==> config.mk <==
export PLATFORM = sky130hd
export DESIGN_NAME = ps2_scan_receiver
export DESIGN_NICKNAME = d
export VERILOG_FILES = /design/src/rtl/ps2_scan_receiver.sv
export SDC_FILE = /design/constraint.sdc
export NUM_CORES = 1
export LEC_CHECK = 0
export BUFFER_PORTS_ARGS = -buffer_cell sky130_fd_sc_hd__clkbuf_2
export CORE_MARGIN = 2
export CORE_UTILIZATION = 64
export DETAILED_ROUTE_END_ITERATION = 10
export HOLD_SLACK_MARGIN = 0.06
export MAX_ROUTING_LAYER = met4
export PLACE_DENSITY = 0.82
export SLEW_MARGIN = 20
export SYNTH_ARGS = -nofsm -noshare
export SYNTH_HDL_FRONTEND = slang
export SYNTH_SLANG_ARGS = --single-unit
==> constraint.sdc <==
create_clock -name clk -period 4.2 [get_ports clk]
set_input_delay 1.05 -clock clk [delete_from_list [all_inputs] [get_ports clk]]
set_output_delay 1.05 -clock clk [all_outputs]
set_load 0.05 [all_outputs]
==> src/rtl/ps2_scan_receiver.sv <==
// ps2_scan_receiver: PS/2 frame receiver folding E0/F0 prefixes into a {ext, brk, code} word
module ps2_scan_receiver #(
   parameter int FILTER_LEN = 8,
   parameter int TIMEOUT    = 200000
) (
   input  logic       clk,
   input  logic       rst_n,
   input  logic       ps2_clk,
   input  logic       ps2_data,
   output logic [9:0] data,
   output logic       ready,
   output logic       frame_err
);
   localparam int FW = $clog2(FILTER_LEN) + 1;
   localparam int IW = $clog2(TIMEOUT) + 1;
   typedef enum logic [2:0] {IDLE, DATA, PARITY, STOP, DONE} state_t;
   state_t        state_q, state_d;
   logic [1:0]    csync_q, csync_d, dsync_q, dsync_d;
   logic          fclk_q, fclk_d, fall;
   logic [FW-1:0] fcnt_q, fcnt_d;
   logic [IW-1:0] icnt_q, icnt_d;
   logic [2:0]    bcnt_q, bcnt_d;
   logic [7:0]    shreg_q, shreg_d;
   logic          par_q, par_d, stop_q, stop_d;
   logic          ext_q, ext_d, brk_q, brk_d;
   logic [9:0]    data_q, data_d;
   logic          ready_q, ready_d, ferr_q, ferr_d;
   logic          sclk, sdat;
   assign sclk      = csync_q[1];
   assign sdat      = dsync_q[1];
   assign data      = data_q;
   assign ready     = ready_q;
   assign frame_err = ferr_q;
   // synchronize the pins and debounce the clock; fall marks the cycle fclk drops
   always_comb begin
      csync_d = {csync_q[0], ps2_clk};
      dsync_d = {dsync_q[0], ps2_data};
      fclk_d  = fclk_q;
      fcnt_d  = '0;
      fall    = 1'b0;
      if (sclk != fclk_q) begin
         if (fcnt_q == FW'(FILTER_LEN - 1)) begin
            fclk_d = sclk;
            fall   = fclk_q;
         end else begin
            fcnt_d = fcnt_q + FW'(1);
         end
      end
   end
   // frame sequencing, prefix folding and mid-frame timeout
   always_comb begin
      state_d = state_q;
      bcnt_d  = bcnt_q;
      shreg_d = shreg_q;
      par_d   = par_q;
      stop_d  = stop_q;
      ext_d   = ext_q;
      brk_d   = brk_q;
      data_d  = data_q;
      ready_d = 1'b0;
      ferr_d  = 1'b0;
      icnt_d  = '0;
      case (state_q)
         IDLE: begin
            if (fall && !sdat) begin
               bcnt_d  = '0;
               state_d = DATA;
            end
         end
         DATA: begin
            if (fall) begin
               shreg_d = {sdat, shreg_q[7:1]};
               bcnt_d  = bcnt_q + 3'd1;
               state_d = (bcnt_q == 3'd7) ? PARITY : DATA;
            end
         end
         PARITY: begin
            if (fall) begin
               par_d   = sdat;
               state_d = STOP;
            end
         end
         STOP: begin
            if (fall) begin
               stop_d  = sdat;
               state_d = DONE;
            end
         end
         DONE: begin
            state_d = IDLE;
            if (!(^shreg_q ^ par_q) || !stop_q) begin
               ferr_d = 1'b1;
               ext_d  = 1'b0;
               brk_d  = 1'b0;
            end else if (shreg_q == 8'hE0) begin
               ext_d = 1'b1;
            end else if (shreg_q == 8'hF0) begin
               brk_d = 1'b1;
            end else begin
               data_d  = {ext_q, brk_q, shreg_q};
               ready_d = 1'b1;
               ext_d   = 1'b0;
               brk_d   = 1'b0;
            end
         end
         default: state_d = IDLE;
      endcase
      if ((state_q == DATA || state_q == PARITY || state_q == STOP) && !fall) begin
         if (icnt_q == IW'(TIMEOUT - 1)) begin
            ferr_d  = 1'b1;
            ext_d   = 1'b0;
            brk_d   = 1'b0;
            state_d = IDLE;
         end else begin
            icnt_d = icnt_q + IW'(1);
         end
      end
   end
   // state register; pin-side flops reset to the idle-high line level
   always_ff @(posedge clk) begin
      if (!rst_n) begin
         state_q <= IDLE;
         csync_q <= 2'b11;
         dsync_q <= 2'b11;
         fclk_q  <= 1'b1;
         fcnt_q  <= '0;
         icnt_q  <= '0;
         bcnt_q  <= '0;
         shreg_q <= '0;
         par_q   <= 1'b0;
         stop_q  <= 1'b0;
         ext_q   <= 1'b0;
         brk_q   <= 1'b0;
         data_q  <= '0;
         ready_q <= 1'b0;
         ferr_q  <= 1'b0;
      end else begin
         state_q <= state_d;
         csync_q <= csync_d;
         dsync_q <= dsync_d;
         fclk_q  <= fclk_d;
         fcnt_q  <= fcnt_d;
         icnt_q  <= icnt_d;
         bcnt_q  <= bcnt_d;
         shreg_q <= shreg_d;
         par_q   <= par_d;
         stop_q  <= stop_d;
         ext_q   <= ext_d;
         brk_q   <= brk_d;
         data_q  <= data_d;
         ready_q <= ready_d;
         ferr_q  <= ferr_d;
      end
   end
endmodule

# Word level (Yosys, flattened, before mapping)

Index checks and enable logic that the tools add are counted.

Bitwise operators: 8
Multiplexer cells: 30
Equality and inequality tests: 12
Reduce and logical (&&, ||, !) cells: 21
Add/subtract/negate cells: 3

Operator list:

| cell                    | count |
|---|---|
| $mux W3                 | 8 |
| $add A19 B1 Y19 const B | 1 |
| $eq A19 B18 Y1 const B  | 1 |
| $mux W1                 | 19 |
| $eq A8 B8 Y1 const B    | 2 |
| $pmux W3 S4             | 1 |
| $reduce_and A2 Y1       | 4 |
| $reduce_xor A8 Y1       | 1 |
| $not A1 Y1              | 7 |
| $eq A3 B2 Y1 const B    | 2 |
| $eq A3 B3 Y1 const B    | 2 |
| $pmux W3 S2             | 1 |
| $reduce_or A3 Y1        | 2 |
| $add A4 B1 Y4 const B   | 1 |
| $eq A4 B3 Y1 const B    | 1 |
| $logic_not A1 Y1        | 4 |
| $ne A2 B2 Y1 const B    | 2 |
| $reduce_and A4 Y1       | 1 |
| $reduce_or A4 Y1        | 1 |
| $add A3 B1 Y3 const B   | 1 |
| $eq A3 B1 Y1 const B    | 1 |
| $logic_not A3 Y1        | 1 |
| $logic_or A1 B1 Y1      | 3 |
| $reduce_and A3 Y1       | 1 |
| other kinds (5)         | 6 |

Register bits: 58
Logic and storage cells: 89
Input bits: 4

# Logic depth before layout (Yosys ltp)

Depth after elaboration: 8
Depth in mapped cells: 7
Mapped depth without buffers: 6

# Worst setup path after synthesis

Ideal clock, no wire load.

Path type: input-to-reg
Start: input port rst_n
End: register icnt_q[12]
Buffers on the path: 2
Arrival: 2,166 ps
Required time: 4,136 ps
Path slack: 1,970 ps
Stages on the path: 6
Cells stage by stage: clkbuf_1 inv_1 a211oi_1 o31ai_4 buf_6 nor2_1

Longest elaborated chain between the ends: 2

Ends and longest elaborated chain:

| element                    | RTL line | RTL |
|---|---|---|
| start: declaration         | 7        | `input logic rst_n,` |
| $not A1 Y1 (no line)       | n/a      |  |
| $reduce_or A3 Y1 (no line) | n/a      |  |
| end signal: assignment     | 143      | `icnt_q <= icnt_d;` |
| end: declaration           | 21       | `logic [IW-1:0] icnt_q, icnt_d;` |

Every way passes these cells.
A chain may end at the register's enable or synchronous reset.

# Worst setup path in the final report

Start: input port rst_n
End: register icnt_q[16]

The elaborated chain is that of the path after synthesis.

==> impl_metrics.env <==
export IMPL_clkPwrFrac_pct=46.5
export IMPL_end_kind="flop"
export IMPL_clk_path_buf_depth=2
export IMPL_relSlewSlack_pct=53.4
export IMPL_grt_overflow_total=0
export IMPL_die_h_um=67.5
export IMPL_area_growth_pct=10.5
export IMPL_grt_usage_pct=23.5
export IMPL_final_min_clock_period_ns=2.66
export IMPL_outcome="finished, final reports clean"
export IMPL_cts_setup_buffers=0
export IMPL_yosysWarnings=0
export IMPL_initial_core_util_pct=65.5
export IMPL_fin_crit_sh_pct=63.3
export IMPL_top_layer_used="met4"
export IMPL_diodes=0
export IMPL_timing_final_hold_violations=0
export IMPL_syn_area_mm2=0.00258
export IMPL_routed_wl_met3_um=126
export IMPL_gp_congestion=0.787
export IMPL_p_sw_uw=206
export IMPL_num_rows=23
export IMPL_path_class="in -> reg"
export IMPL_fill_cells=293
export IMPL_ys_ff_latch=58
export IMPL_critPathLaunchType="input pin"
export IMPL_critPathRequiredTime_ns=4.45
export IMPL_cpLargestDelayFamily="compound AO/OA/AOI/OAI gates"
export IMPL_fin_setup_tns_ns=0
export IMPL_combPwrFrac_pct=1.3
export IMPL_clock_latency_ns=0.33
export IMPL_dpl_cell_area_mm2=0.00266
export IMPL_viasPerCell=5.54
export IMPL_io_pins=16
export IMPL_cts_root_buf="clkbuf_8"
export IMPL_fmax_mhz=376
export IMPL_synth_distinct_cells=46
export IMPL_p_int_uw=853
export IMPL_cts_made_buffers=9
export IMPL_cp_num_buf_inv=2
export IMPL_rsz0062_at_grt="false"
export IMPL_power_frac_seq_pct=52.3
export IMPL_cp_slowest_cell="clkbuf_2"
export IMPL_drv_slew=0
export IMPL_cp_num_cells=5
export IMPL_ir_drop_uv=325
export IMPL_avgSynthCellArea_um2=9.25
export IMPL_antenna_found_initial=0
export IMPL_critPathArrivalTime_ns=2.91
export IMPL_wl_met2_mm=2.13
export IMPL_nets=306
export IMPL_synth_edf_count=0
export IMPL_path_max_fanout=36
export IMPL_drt_first_iter_violations=107
export IMPL_swShare_pct=19.4
export IMPL_crit_chain="clkbuf_2, inv_1, a211oi_1, o31ai_4, a21oi_1"
export IMPL_dp_hpwl_mm=3.10
export IMPL_dieWidth_um=67.5
export IMPL_synthTopCellsByArea="dfxtp_1 45%, mux2i_1 7.8%, nand2_1 4.5%, ha_1 4.4%, nor2_1 4.1%"
export IMPL_ys_flop_type="dfxtp_1"
export IMPL_core_mm2=0.00394
export IMPL_wl_met1_mm=2.20
export IMPL_power_leakage_uw=0.00109
export IMPL_htreeDepth=3
export IMPL_fin_worst_skew_ns=0.00550
export IMPL_setup_viol=0
export IMPL_synth_nets=292
export IMPL_drt_antenna_violating_nets=0
export IMPL_cts_sinks=58
export IMPL_ys_async_sr_fraction_pct=0
export IMPL_ys_seq_area_share_pct=45.0
export IMPL_grt_pass1_vias=1888
export IMPL_drive_gt1_share_pct=12.2
export IMPL_first_pass_iters=4
export IMPL_wl_per_cell_um=13.1
export IMPL_cts_resized=0
export IMPL_drt_wl_total_mm=4.52
export IMPL_yosysTopAreaCell="dfxtp_1"
export IMPL_grt_max_degree=37
export IMPL_tightest_slew_ns=0.699
export IMPL_route_detailed_drc=0
export IMPL_reg2regPathDepth=5
export IMPL_syn_inst=279
export IMPL_grt_pass1_wl_mm=7.87
export IMPL_power_density_mw_per_mm2=371
export IMPL_cpPeakStageDelay_ns=0.51
export IMPL_clk_pin_slew_ns=0.06
export IMPL_stdcell_area_mm2=0.00285
export IMPL_drv_cap=0
export IMPL_holdPathStages=1
export IMPL_holdCritPathClass="reg -> reg"
export IMPL_yosysTopAreaCellShare_pct=45.0
export IMPL_dr_total_vias=1917
export IMPL_port_buffers=15
export IMPL_cts_tree="yes"
export IMPL_ctsHoldBuffers=0
export IMPL_die_area_mm2=0.00456
## metrics by stage
step	power (uW)	cells	hold WS, ns	setup slack (ns)	util (%)
global placement	578	332	0.393	1.32	67.5
detailed placement	579	332	0.401	1.23	67.5
floorplan	576	279	0.386	1.97	-
finish	1060	346	0.415	1.54	72.3
CTS	1070	346	0.418	1.52	72.3
global route	1090	346	0.438	1.33	72.3
## power by group through the flow
stage               clock [uW]  sequential (uW)  combinational [uW]
floorplan                    0              565                10.3
finish                     492              554                13.3
global placement             0              566                12.5
detailed placement           0              566                13.1
CTS                        504              554                13.4
global route               525              554                14.7
## layer usage
| metal | track usage, % | vias to the layer above |
|---|---|---|
| li1 | - | 1001 |
| met1 | 28.8 | 884 |
| met2 | 37.4 | 25 |
| met3 | 4.50 | 7 |
| met4 | 11.2 | 0 |
| met5 | - | - |
## synth_stat cells, drive strengths merged, types with 4 or more instances
| library cell | count |
|---|---|
| a21oi | 9 |
| and3 | 6 |
| and4 | 4 |
| buf | 4 |
| clkbuf | 8 |
| dfxtp | 58 |
| ha | 9 |
| inv | 11 |
| mux2i | 20 |
| nand2 | 31 |
| nand2b | 6 |
| nand3 | 11 |
| nand4 | 7 |
| nor2 | 28 |
| nor3 | 9 |
| nor4 | 5 |
| o21ai | 6 |
| or3 | 4 |
| xnor2 | 7 |
| xor2 | 11 |
## placed cells by master (no fill, tap or decap), types with 11 or more instances in the layout
master / synthesis / routed
clkbuf_8: 0 / 11
inv_1: 11 / 11
clkbuf_2: 0 / 15
xor2_1: 11 / 11
mux2i_1: 20 / 20
nand2_1: 31 / 31
dfxtp_1: 58 / 58
nand3_1: 11 / 11
nor2_1: 28 / 28
## path summary, 6_finish.rpt
| check | slack, ns | from | to |
|---|---|---|---|
| worst max-delay path | 1.54 | rst_n | icnt_q[16] |
| worst min-delay path | 0.42 | dsync_q[0] | dsync_q[1] |
| worst max register to register | 1.96 | shreg_q[7] | data[6] |
| worst min register to register | 0.42 | dsync_q[0] | dsync_q[1] |
## area by class of cell
class                           instances  area [um2]  area share (%)
Multi-Input combinational cell        198        1320            46.3
Clock buffer                           11         151            5.31
Inverter                               11        41.3            1.45
Tap cell                               50        62.6            2.19
Timing Repair Buffer                   15        75.1            2.63
Sequential cell                        58        1160            40.7
Clock inverter                          3        40.0            1.40
## flip-flops by register name, summed over array words and instances (netlist names)
signal,count
ready,1
brk_q,1
state_q,3
data,10
icnt_q,19
par_q,1
csync_q,2
dsync_q,2
shreg_q,8
stop_q,1
fcnt_q,4
ext_q,1
bcnt_q,3
frame_err,1
fclk_q,1
## cells by family after synthesis
group	share of synthesized area, %
DFF	45.0
buffers and inverters	3.88
muxes	7.76
xor gates and xnor gates	6.98
AOI/OAI and AO/OA	8.24
adders and majority gates	4.36
and+or+nand+nor	23.8
Note: power is estimated with default switching activity, not from simulation.
